## src/rtl/srv_mem_pkg.sv

```systemverilog
// Shared types and widths for the two-port memory arbiter.
package srv_mem_pkg;
   localparam int LINE_W = 128;
   localparam int ADDR_W = 32;
   localparam int DATA_W = 32;

   typedef enum logic [1:0] {
      IDLE = 2'd0,
      REQ  = 2'd1,
      WAIT = 2'd2
   } state_e;

   typedef enum logic {
      PORT_IC = 1'b0,
      PORT_DP = 1'b1
   } port_e;

   function automatic logic [DATA_W-1:0] line_word(input logic [LINE_W-1:0] line,
                                                   input logic [1:0] sel);
      return line[DATA_W*sel +: DATA_W];
   endfunction
endpackage

```

## src/rtl/srv_mem_arb_if.sv

```systemverilog
// External memory bus: the arbiter is the master, the memory is the slave.
interface srv_mem_arb_if;
   logic                            mem_req_o;
   logic [srv_mem_pkg::ADDR_W-1:0]  mem_addr_o;
   logic                            mem_we_o;
   logic [srv_mem_pkg::DATA_W-1:0]  mem_wdata_o;
   logic                            mem_gnt_i;
   logic                            mem_rsp_i;
   logic [srv_mem_pkg::LINE_W-1:0]  mem_rdata_i;

   modport master (
      output mem_req_o, mem_addr_o, mem_we_o, mem_wdata_o,
      input  mem_gnt_i, mem_rsp_i, mem_rdata_i
   );

   modport slave (
      input  mem_req_o, mem_addr_o, mem_we_o, mem_wdata_o,
      output mem_gnt_i, mem_rsp_i, mem_rdata_i
   );
endinterface

```

## src/rtl/srv_mem_arb_rr.sv

```systemverilog
// Two-way round-robin pick: bit 0 = instruction port, bit 1 = data port.
module srv_rr_arb2
   import srv_mem_pkg::*;
(
   input  logic [1:0] req_i,
   input  port_e      last_gnt_i,
   output logic [1:0] gnt_o
);
   always_comb begin
      gnt_o = 2'b00;
      case (req_i)
         2'b01:   gnt_o = 2'b01;
         2'b10:   gnt_o = 2'b10;
         2'b11:   gnt_o = (last_gnt_i == PORT_DP) ? 2'b01 : 2'b10;
         default: gnt_o = 2'b00;
      endcase
   end
endmodule

```

## src/rtl/srv_mem_arb.sv

```systemverilog
// Arbitrates I-cache refills and data accesses onto one memory port.
// Optional WAIT timeout abort is enabled by defining SRV_MEM_ARB_TIMEOUT_EN.
//
// state | meaning
// IDLE  | no transaction, pick a winner from pending/new requests
// REQ   | mem_req_o held with winner's fields until mem_gnt_i
// WAIT  | granted, waiting for mem_rsp_i (or timeout)
module srv_mem_arb
   import srv_mem_pkg::*;
#(
   parameter int TIMEOUT_CYC = 255
) (
   input  logic              clk,
   input  logic              rst,
   input  logic              ic_req_i,
   input  logic [ADDR_W-1:0] ic_addr_i,
   output logic              ic_rsp_o,
   output logic [LINE_W-1:0] ic_data_o,
   input  logic              dp_req_i,
   input  logic              dp_we_i,
   input  logic [ADDR_W-1:0] dp_addr_i,
   input  logic [DATA_W-1:0] dp_wdata_i,
   output logic              dp_rsp_o,
   output logic [DATA_W-1:0] dp_rdata_o,
   srv_mem_arb_if.master     mem,
   output logic              err_o
);
   if (TIMEOUT_CYC < 1 || TIMEOUT_CYC > 65535) begin : g_bad_timeout
      $error("TIMEOUT_CYC must be within 1..65535");
   end

   state_e            state_q, state_d;
   port_e             last_gnt_q, last_gnt_d;
   port_e             win_q, win_d;
   logic              ic_pend_q, ic_pend_d;
   logic [ADDR_W-1:0] ic_addr_q, ic_addr_d;
   logic              dp_pend_q, dp_pend_d;
   logic              dp_we_q, dp_we_d;
   logic [ADDR_W-1:0] dp_addr_q, dp_addr_d;
   logic [DATA_W-1:0] dp_wdata_q, dp_wdata_d;
   logic              mem_req_q, mem_req_d;
   logic [ADDR_W-1:0] mem_addr_q, mem_addr_d;
   logic              mem_we_q, mem_we_d;
   logic [DATA_W-1:0] mem_wdata_q, mem_wdata_d;

   logic              rsp_hit, to_hit, done, data_ok;
   logic [1:0]        gnt;
   logic              ic_pend_eff, dp_pend_eff;
   logic [ADDR_W-1:0] ic_addr_eff, dp_addr_eff;
   logic              dp_we_eff;
   logic [DATA_W-1:0] dp_wdata_eff;

`ifdef SRV_MEM_ARB_TIMEOUT_EN
   localparam int CNT_W = (TIMEOUT_CYC > 255) ? 16 : 8;
   logic [CNT_W-1:0] cnt_q, cnt_d;
   assign to_hit = (state_q == WAIT) && !mem.mem_rsp_i &&
                   (cnt_q == CNT_W'(TIMEOUT_CYC - 1));
`else
   assign to_hit = 1'b0;
`endif

   // A request pulse seen in IDLE competes in the same cycle it arrives.
   assign ic_pend_eff  = ic_pend_q | ic_req_i;
   assign dp_pend_eff  = dp_pend_q | dp_req_i;
   assign ic_addr_eff  = ic_pend_q ? ic_addr_q  : ic_addr_i;
   assign dp_addr_eff  = dp_pend_q ? dp_addr_q  : dp_addr_i;
   assign dp_we_eff    = dp_pend_q ? dp_we_q    : dp_we_i;
   assign dp_wdata_eff = dp_pend_q ? dp_wdata_q : dp_wdata_i;

   srv_rr_arb2 u_rr (
      .req_i      ({dp_pend_eff, ic_pend_eff}),
      .last_gnt_i (last_gnt_q),
      .gnt_o      (gnt)
   );

   assign rsp_hit = (state_q == WAIT) && mem.mem_rsp_i;
   assign done    = rsp_hit | to_hit;

   always_comb begin
      state_d     = state_q;
      last_gnt_d  = last_gnt_q;
      win_d       = win_q;
      ic_pend_d   = ic_pend_q;
      ic_addr_d   = ic_addr_q;
      dp_pend_d   = dp_pend_q;
      dp_we_d     = dp_we_q;
      dp_addr_d   = dp_addr_q;
      dp_wdata_d  = dp_wdata_q;
      mem_req_d   = mem_req_q;
      mem_addr_d  = mem_addr_q;
      mem_we_d    = mem_we_q;
      mem_wdata_d = mem_wdata_q;
`ifdef SRV_MEM_ARB_TIMEOUT_EN
      cnt_d       = cnt_q;
`endif

      if (ic_req_i && !ic_pend_q) begin
         ic_pend_d = 1'b1;
         ic_addr_d = ic_addr_i;
      end
      if (dp_req_i && !dp_pend_q) begin
         dp_pend_d  = 1'b1;
         dp_we_d    = dp_we_i;
         dp_addr_d  = dp_addr_i;
         dp_wdata_d = dp_wdata_i;
      end

      case (state_q)
         IDLE: begin
            if (ic_pend_eff || dp_pend_eff) begin
               state_d     = REQ;
               win_d       = gnt[1] ? PORT_DP : PORT_IC;
               mem_req_d   = 1'b1;
               mem_addr_d  = gnt[1] ? dp_addr_eff : ic_addr_eff;
               mem_we_d    = gnt[1] & dp_we_eff;
               mem_wdata_d = gnt[1] ? dp_wdata_eff : '0;
            end
         end
         REQ: begin
            if (mem.mem_gnt_i) begin
               state_d   = WAIT;
               mem_req_d = 1'b0;
`ifdef SRV_MEM_ARB_TIMEOUT_EN
               cnt_d     = '0;
`endif
            end
         end
         WAIT: begin
`ifdef SRV_MEM_ARB_TIMEOUT_EN
            cnt_d = cnt_q + 1'b1;
`endif
            if (done) begin
               state_d    = IDLE;
               last_gnt_d = win_q;
               if (win_q == PORT_IC) ic_pend_d = 1'b0;
               else                  dp_pend_d = 1'b0;
            end
         end
         default: state_d = IDLE;
      endcase
   end

   always_ff @(posedge clk or posedge rst) begin
      if (rst) begin
         state_q     <= IDLE;
         last_gnt_q  <= PORT_DP;
         win_q       <= PORT_IC;
         ic_pend_q   <= 1'b0;
         ic_addr_q   <= '0;
         dp_pend_q   <= 1'b0;
         dp_we_q     <= 1'b0;
         dp_addr_q   <= '0;
         dp_wdata_q  <= '0;
         mem_req_q   <= 1'b0;
         mem_addr_q  <= '0;
         mem_we_q    <= 1'b0;
         mem_wdata_q <= '0;
`ifdef SRV_MEM_ARB_TIMEOUT_EN
         cnt_q       <= '0;
`endif
      end else begin
         state_q     <= state_d;
         last_gnt_q  <= last_gnt_d;
         win_q       <= win_d;
         ic_pend_q   <= ic_pend_d;
         ic_addr_q   <= ic_addr_d;
         dp_pend_q   <= dp_pend_d;
         dp_we_q     <= dp_we_d;
         dp_addr_q   <= dp_addr_d;
         dp_wdata_q  <= dp_wdata_d;
         mem_req_q   <= mem_req_d;
         mem_addr_q  <= mem_addr_d;
         mem_we_q    <= mem_we_d;
         mem_wdata_q <= mem_wdata_d;
`ifdef SRV_MEM_ARB_TIMEOUT_EN
         cnt_q       <= cnt_d;
`endif
      end
   end

   assign mem.mem_req_o   = mem_req_q;
   assign mem.mem_addr_o  = mem_addr_q;
   assign mem.mem_we_o    = mem_we_q;
   assign mem.mem_wdata_o = mem_wdata_q;

   // Read data is pass-through; zeroed under reset and on a timeout abort.
   assign data_ok    = !rst && !to_hit;
   assign ic_rsp_o   = done && (win_q == PORT_IC);
   assign dp_rsp_o   = done && (win_q == PORT_DP);
   assign ic_data_o  = data_ok ? mem.mem_rdata_i : '0;
   assign dp_rdata_o = data_ok ? line_word(mem.mem_rdata_i, dp_addr_q[3:2]) : '0;
   assign err_o      = to_hit;
endmodule
```

## src/flat_wrapper.sv

```systemverilog
// flat-port wrapper written by rule: the top's interface ports become plain ports
module srv_mem_arb_flat import srv_mem_pkg::*;
#(
   parameter int TIMEOUT_CYC = 255
)
  (clk, rst, ic_req_i, ic_addr_i, ic_rsp_o, ic_data_o, dp_req_i, dp_we_i, dp_addr_i, dp_wdata_i, dp_rsp_o, dp_rdata_o, err_o, mem_mem_req_o, mem_mem_addr_o, mem_mem_we_o, mem_mem_wdata_o, mem_mem_gnt_i, mem_mem_rsp_i, mem_mem_rdata_i);
  srv_mem_arb_if mem_i ();
  input  logic clk;
  input  logic rst;
  input  logic ic_req_i;
  input  logic [ADDR_W-1:0] ic_addr_i;
  output logic ic_rsp_o;
  output logic [LINE_W-1:0] ic_data_o;
  input  logic dp_req_i;
  input  logic dp_we_i;
  input  logic [ADDR_W-1:0] dp_addr_i;
  input  logic [DATA_W-1:0] dp_wdata_i;
  output logic dp_rsp_o;
  output logic [DATA_W-1:0] dp_rdata_o;
  output logic err_o;
  output wire logic [$bits(mem_i.mem_req_o)-1:0] mem_mem_req_o;
  output wire logic [$bits(mem_i.mem_addr_o)-1:0] mem_mem_addr_o;
  output wire logic [$bits(mem_i.mem_we_o)-1:0] mem_mem_we_o;
  output wire logic [$bits(mem_i.mem_wdata_o)-1:0] mem_mem_wdata_o;
  input wire logic [$bits(mem_i.mem_gnt_i)-1:0] mem_mem_gnt_i;
  input wire logic [$bits(mem_i.mem_rsp_i)-1:0] mem_mem_rsp_i;
  input wire logic [$bits(mem_i.mem_rdata_i)-1:0] mem_mem_rdata_i;
  assign mem_mem_req_o = mem_i.mem_req_o;
  assign mem_mem_addr_o = mem_i.mem_addr_o;
  assign mem_mem_we_o = mem_i.mem_we_o;
  assign mem_mem_wdata_o = mem_i.mem_wdata_o;
  assign mem_i.mem_gnt_i = mem_mem_gnt_i;
  assign mem_i.mem_rsp_i = mem_mem_rsp_i;
  assign mem_i.mem_rdata_i = mem_mem_rdata_i;
  srv_mem_arb #(.TIMEOUT_CYC(TIMEOUT_CYC)) u_core (.clk(clk), .rst(rst), .ic_req_i(ic_req_i), .ic_addr_i(ic_addr_i), .ic_rsp_o(ic_rsp_o), .ic_data_o(ic_data_o), .dp_req_i(dp_req_i), .dp_we_i(dp_we_i), .dp_addr_i(dp_addr_i), .dp_wdata_i(dp_wdata_i), .dp_rsp_o(dp_rsp_o), .dp_rdata_o(dp_rdata_o), .mem(mem_i), .err_o(err_o));
endmodule
```

## config.mk

```make
export PLATFORM = sky130hd
export DESIGN_NAME = srv_mem_arb_flat
export DESIGN_NICKNAME = d
export VERILOG_FILES = /design/src/rtl/srv_mem_pkg.sv /design/src/rtl/srv_mem_arb_if.sv /design/src/rtl/srv_mem_arb_rr.sv /design/src/rtl/srv_mem_arb.sv /design/src/flat_wrapper.sv
export SDC_FILE = /design/constraint.sdc
export NUM_CORES = 1
export LEC_CHECK = 0
export BUFFER_PORTS_ARGS = -buffer_cell sky130_fd_sc_hd__buf_2
export CAP_MARGIN = 20
export CORE_AREA = 2 2 178 180
export DETAILED_ROUTE_END_ITERATION = 6
export DIE_AREA = 0 0 180 182
export PLACE_DENSITY = 0.61
export SYNTH_ARGS = -nofsm -noshare
export SYNTH_HDL_FRONTEND = slang
export SYNTH_SLANG_ARGS = --single-unit
```

## constraint.sdc

```tcl
create_clock -name clk -period 10.3 [get_ports clk]
set_input_delay 0.515 -clock clk [delete_from_list [all_inputs] [get_ports clk]]
set_output_delay 0.515 -clock clk [all_outputs]
set_load 0.05 [all_outputs]
```

==> summary.md, run 1 <==
| Metric | Value |
|---|---|
| Setup TNS | 0 ns |
| Most used cell along the critical path | buf_4 |
| Hold Startpoint | mem_mem_rsp_i |
| Antenna violations before repair | 17 |
| H-tree levels | 4 |
| Post-synthesis cell area | 9660 um2 |
| Outcome | finished, final reports clean |
| Worst Setup End Kind | register |
| Ports | 460 |
| Fraction of layout cells with a size suffix above 1 | 51.5% |
| Asr flop ratio synth | 100% |
| Synth unique cells | 34 |
| Worst Path Required | 10.61 ns |
| Pwr Density | 296 nW/um2 |
| Clock Path Buffers | 2 |
| Synth Area per Inst | 11.6 um2 |
| Routed Antenna Nets | 0 |
| First-pass GRT wire length | 54800 um |
| Yosys top cell area share | 43.5% |
| Post-CTS Setup Bufs | 0 |
| Via count | 8441 |
| Worst reg2reg endpoint | u_core.dp_wdata_q[27] |
| Post-Syn Nets | 1064 |
| Crit-path max FO | 64 |
| Drt total wl | 37000 um |
| Synth Warn # | 0 |
| Period utilisation layout | 31.0% |
| Post-synth top cells | 191 x nor2b_1, 168 x dfrtp_1, 95 x mux2_2, 46 x clkbuf_1, 34 x o21ai_0 |
| Critical Path Start Type | register |
| Worst path top cell family by delay | buffers and inverters |
| Area leader, netlist | dfrtp_1 |
| FF+latch count, synth | 169 |
| Hold Path Depth | 2 |
| Static leakage power | 0.00612 uW |
| Setup violations, final | 0 |
| Fill cell count | 3065 |
| CP Buf/Inv Count | 2 |
| Port buffer count | 458 |
| Main synth FF type | dfrtp_1 |
| DRC viols | 0 |
| Clk pin slew, worst setup/hold paths | 0.06 ns |
| Vias/cell | 5.09 |
| Clock share of power | 16.0% |
| Worst vdd ir | 0.176 mV |
| DRT Pass-1 Iters | 5 |
| Chip width | 180 um |
| Cell with the most instances after synthesis | nor2b_1 |
| Hold EP | u_core.state_q[1] |
| Post-CTS sizing | 0 |
| Die ar. | 32800 um2 |
| Worst-path cell chain | buf_4 > nor2b_4 > buf_4 > mux2_2 |
| Grt ovf | 0 |
| GPL Wtd Cong | 0.928 |
| TritonCTS clock tree | built |
| Starting DRT DRC Count | 498 |
| Relative slew margins | 37.4% |
| # clock sinks | 169 |
| Max Cap Violations | 0 |
| Fin crit period | 3.19 ns |
| Die Y-Extent | 182 um |
| Largest net degree at the start of global routing | 120 |
| Reg power frac | 31.6% |
| Worst reg2reg path depth | 4 |
| Post-detailed-route wirelength per cell | 22.3 um |
| Worst hold-check path type | primary input to register |
| Hold Vio Cnt, Final | 0 |
| Peak Freq | 0.314 GHz |
| EDFF count, synth | 0 |
| RSZ-0062 raised after global routing | false |
| Post-synthesis sequential area ratio | 43.8% |
| Setup slack, reg-to-reg | 7.11 ns |
| CP max-delay cell | nor2b_4 |
| Mapped Cells | 833 |
| Core footprint | 31000 um2 |
| Internal power | 2030 uW |
| Least-Margin Pin Slew | 0.939 ns |
| Row Count | 65 |
| CP Class | register to register |
| Pins Over Slew Limit | 0 |
| NumNets Final | 1469 |
| Final hold slack | 0.290 ns |
| Root Driver | clkbuf_16 |
| Synth area leaders | dfrtp_1 44%, nor2b_1 12%, mux2_2 11% |
| Final clock skew | 0.00829 ns |
| Crit-path max cell delay | 0.84 ns |
| Vias in the first global route | 8553 |
| Hold Buf Count CTS | 0 |
| Clk_lat worst skew | 0.43 ns |
| Initial Util | 31.2% |
| Logic pwr share | 52.4% |
| Sw power | 1740 uW |
| Area grow syn2layout | 32.0% |
| Worst r2r src | u_core.dp_pend_q |
| Gr usage total | 22.2% |
| CP Data Arrival Time | 3.50 ns |
| Inserted Clock Buffers | 17 |
| Dpl hpwl | 27900 um |
| Sw frac | 46.2% |
-- power by group through the flow --
| stage | Clock, uW | Combinational [uW] | Sequential, uW |
|---|---|---|---|
| final | 603 | 1980 | 1190 |
| after global routing | 649 | 2110 | 1230 |
| after CTS | 618 | 2000 | 1190 |
| after detailed placement | 0 | 2000 | 1200 |
| after global placement | 0 | 1970 | 1190 |
| after floorplan | 0 | 1190 | 1510 |
-- layout by cell type, fill, tap and decap left out, types with 6 or more instances in the layout --
master / instances
o31ai_1: 32
nor2_1: 6
dfrtp_1: 164
buf_4: 14
mux2i_1: 33
diode_2: 7
nor2b_1: 190
a221oi_1: 32
mux4_2: 32
o2bb2ai_1: 28
a2111oi_0: 32
o21ai_0: 34
and2_1: 32
buf_2: 457
clkbuf_16: 17
mux2_2: 95
-- cell families (layout without fill, tap and decap cells) --
| kind of cell | count (synthesis) | after routing | synth area share (%) |
|---|---|---|---|
| simple gates | 243 | 243 | 15.7 |
| compound gates | 169 | 169 | 13.8 |
| flops | 169 | 169 | 43.8 |
| mux | 162 | 162 | 22.2 |
| buf+inv | 89 | 505 | 4.44 |
| other cells | 1 | 8 | 0.0388 |
-- state kept, by name (all words and copies together) (netlist names) --
name / count
u_core.dp_wdata_q: 32
u_core.mem.mem_we_o: 1
u_core.last_gnt_q: 1
u_core.mem.mem_req_o: 1
u_core.ic_pend_q: 1
u_core.ic_addr_q: 32
u_core.dp_addr_q: 32
u_core.state_q: 2
u_core.dp_pend_q: 1
u_core.win_q: 1
u_core.mem.mem_addr_o: 32
u_core.dp_we_q: 1
u_core.mem.mem_wdata_o: 32
-- layout make-up --
| type | count | area, um2 | area share [%] |
|---|---|---|---|
| Sequential cell | 169 | 4240 | 33.2 |
| Clock buffer | 23 | 468 | 3.67 |
| Timing Repair Buffer | 472 | 2420 | 19.0 |
| Clock inverter | 7 | 71.3 | 0.559 |
| Multi-Input combinational cell | 575 | 5020 | 39.3 |
| Inverter | 3 | 18.8 | 0.147 |
| Antenna cell | 7 | 17.5 | 0.137 |
| Tap cell | 402 | 503 | 3.94 |
-- layer usage --
layer	global-route usage, %	part of all wire [%]	vias up
met1	27.3	41	4203
met5	0	0.21	-
met3	8.02	8.2	54
met2	36.2	49	301
li1	-	-	3871
met4	7.38	1.9	12
-- worst max-delay path by stage --
stage | start | end | slack [ns] | cells past startpoint
floorplan | rst | u_core.dp_addr_q[0] | 2.98 | 2
global placement | u_core.dp_pend_q | u_core.dp_wdata_q[6] | 7.12 | 4
detailed placement | u_core.dp_pend_q | u_core.dp_wdata_q[3] | 7.09 | 4
CTS | u_core.dp_pend_q | u_core.dp_wdata_q[3] | 7.05 | 4
global route | u_core.dp_pend_q | u_core.dp_wdata_q[3] | 6.96 | 4
finish | u_core.dp_pend_q | u_core.dp_wdata_q[27] | 7.11 | 4
-- metrics by stage --
stage	area, um2	util [%]	setup WS (ns)	cells	total power (uW)
2_1_floorplan	9660	-	2.98	833	2700
3_3_place_gp	12200	39.3	7.12	1620	3160
3_5_place_dp	12200	39.3	7.09	1620	3200
4_1_cts	12700	41.0	7.05	1650	3810
5_1_grt	12800	41.2	6.96	1658	3990
6_report	12800	41.2	7.11	1658	3770
Power figures use the tool's default switching activity.
==> run 2: changes to the inputs <==
- CORE_AREA: 2 2 178 180 -> 2 2 177 179
- DIE_AREA: 0 0 180 182 -> 0 0 179 181
- PLACE_DENSITY: 0.61 -> 0.64
- clock period: 10.3 -> 2.6 ns (I/O delays scaled with it)
==> run 2 against run 1 <==
  * Sequential share of layout area fell by 2.8 points
  * Power increased to 4.1 times the previous value
  * Final cell count is 6.6% higher
  * Die area down 1.1%
  * Clock power rose to 4.4 times the previous value
==> summary.md, run 2 (synthesis results as in run 1) <==
| Metric | Value |
|---|---|
| Outcome | finished, final reports clean (unchanged) |
| RSZ-0062 raised after global routing | false (unchanged) |
| Worst reg2reg endpoint | u_core.mem.mem_wdata_o[29] (was u_core.dp_wdata_q[27]) |
| Gr usage total | 23.4% (was 22.2%) |
| Setup violations, final | 0 (unchanged) |
| Post-detailed-route wirelength per cell | 21.8 um (was 22.3 um) |
| Dpl hpwl | 29100 um (was 27900 um) |
| Period utilisation layout | 93.7% |
| Setup slack, reg-to-reg | 0.46 ns (was 7.11 ns) |
| Chip width | 179 um (was 180 um) |
| Area grow syn2layout | 44.1% (was 32.0%) |
| Antenna violations before repair | 12 (was 17) |
| Port buffer count | 458 (unchanged) |
| Worst r2r src | u_core.last_gnt_q (was u_core.dp_pend_q) |
| DRC viols | 0 (unchanged) |
| Clk pin slew, worst setup/hold paths | 0.07 ns (was 0.06 ns) |
| DRT Pass-1 Iters | 5 (unchanged) |
| Sw power | 7070 uW (was 1740 uW) |
| CP Data Arrival Time | 2.31 ns (was 3.50 ns) |
| Worst vdd ir | 0.710 mV (was 0.176 mV) |
| Final clock skew | 0.0106 ns (was 0.00829 ns) |
| Pwr Density | 1110 nW/um2 (was 296 nW/um2) |
| Static leakage power | 0.00663 uW (was 0.00612 uW) |
| Post-Place Cell Area | 12300 um2 (was 12200 um2) |
| Crit-path max FO | 22 (was 64) |
| Starting DRT DRC Count | 497 (was 498) |
| TritonCTS clock tree | built (unchanged) |
| Vias/cell | 5.11 (was 5.09) |
| Pins Over Slew Limit | 0 (unchanged) |
| H-tree levels | 4 (unchanged) |
| Inserted Clock Buffers | 17 (unchanged) |
| Routed Antenna Nets | 0 (unchanged) |
| Initial Util | 31.8% (was 31.2%) |
| Sw frac | 45.7% (was 46.2%) |
| Relative slew margins | 42.2% (was 37.4%) |
| Worst hold-check path type | primary input to register (unchanged) |
| Hold EP | u_core.ic_pend_q (was u_core.state_q[1]) |
| Fin cells | 1768 (was 1658) |
| Worst reg2reg path depth | 4 (unchanged) |
| # clock sinks | 169 (unchanged) |
| Logic pwr share | 51.8% (was 52.4%) |
| Setup TNS | 0 ns (unchanged) |
| Die ar. | 32400 um2 (was 32800 um2) |
| Grt ovf | 0 (unchanged) |
| Post-CTS sizing | 0 (unchanged) |
| Most common cell after layout, fill and taps aside | buf_2 (unchanged) |
| Hold Startpoint | ic_req_i (was mem_mem_rsp_i) |
| Least-Margin Pin Slew | 0.868 ns (was 0.939 ns) |
| Critical Path Start Type | register (unchanged) |
| Placed insts | 1626 (was 1620) |
| Root Driver | clkbuf_16 (unchanged) |
| Hold Buf Count CTS | 100 (was 0) |
| Hold Path Depth | 3 (was 2) |
| Max Cap Violations | 0 (unchanged) |
| Internal power | 8390 uW (was 2030 uW) |
| Worst Setup End Kind | output pin (was register) |
| Worst Path Required | 2.47 ns (was 10.61 ns) |
| Final hold slack | 0.0251 ns (was 0.290 ns) |
| Largest net degree at the start of global routing | 100 (was 120) |
| NumNets Final | 1580 (was 1469) |
| Core footprint | 30300 um2 (was 31000 um2) |
| Design Area, Final | 13900 um2 (was 12800 um2) |
| Row Count | 64 (was 65) |
| Clock Path Buffers | 2 (unchanged) |
| Commonest cells after routing, fill and taps aside | 457 x buf_2, 190 x nor2b_1, 164 x dfrtp_1 (unchanged) |
| Reg power frac | 31.0% (was 31.6%) |
| Die Y-Extent | 181 um (was 182 um) |
| Clock share of power | 17.2% (was 16.0%) |
| Clk_lat worst skew | 0.43 ns (about the same) |
| GPL Wtd Cong | 0.913 (was 0.928) |
| Fraction of layout cells with a size suffix above 1 | 48.4% (was 51.5%) |
| Vias in the first global route | 9329 (was 8553) |
| Peak Freq | 0.410 GHz |
| CP Class | register to output pin (was register to register) |
| Drt total wl | 38500 um (was 37000 um) |
| Post-CTS Setup Bufs | 0 (unchanged) |
| Ports | 460 (unchanged) |
| Fin crit period | 2.44 ns |
| Hold Vio Cnt, Final | 0 (unchanged) |
| Via count | 9027 (was 8441) |
| First-pass GRT wire length | 57000 um (was 54800 um) |
-- run 2: worst max path at each step --
stage	start	end	cells after the start
2_1_floorplan	rst	dp_rdata_o[22]	3
3_3_place_gp	u_core.last_gnt_q	u_core.mem.mem_wdata_o[25]	4
3_5_place_dp	u_core.last_gnt_q	u_core.mem.mem_wdata_o[31]	4
4_1_cts	u_core.dp_addr_q[2]	dp_rdata_o[15]	4
5_1_grt	u_core.dp_addr_q[2]	dp_rdata_o[15]	4
6_report	u_core.dp_addr_q[2]	dp_rdata_o[15]	4
-- run 2: cell type report --
type,instances,area (um2)
fillers,2872,16400
multi-input cells,575,5010
flip-flops and latches,169,4240
repair buffers,583,3520
well taps,396,495
clock buffers,18,439
clock inverters,14,170
diodes,10,25.0
inverters,3,18.8
-- run 2: metrics by stage --
step           total power (uW)  utilization [%]  setup slack (ns)
2_1_floorplan             10700                -             0.273
3_3_place_gp              12600             40.5             0.497
3_5_place_dp              12700             40.5             0.483
4_1_cts                   15600             45.8             0.115
5_1_grt                   16300             45.8            0.0396
6_report                  15500             45.9             0.163
-- run 2: metal layers --
| metal | vias to the layer above | track usage, % | share of wire [%] |
|---|---|---|---|
| met5 | - | 0 | 0.034 |
| met4 | 2 | 6.73 | 2.1 |
| met2 | 376 | 40.6 | 50 |
| met1 | 4515 | 28.3 | 40 |
| li1 | 4090 | - | - |
| met3 | 44 | 6.33 | 8.2 |
-- run 2: critical path, cell delays in order (launching register included) --
cell     delay [ns]
dfrtp_2        0.64
buf_12         0.27
mux4_2         0.57
and2_1         0.17
buf_2          0.20
-- run 2: power groups by stage --
stage / logic, uW / registers, uW / clock network [uW]
6_report: 8010 / 4790 / 2660
5_1_grt: 8550 / 4940 / 2820
4_1_cts: 8070 / 4780 / 2720
3_5_place_dp: 7940 / 4800 / 0
3_3_place_gp: 7820 / 4750 / 0
2_1_floorplan: 4710 / 5980 / 0
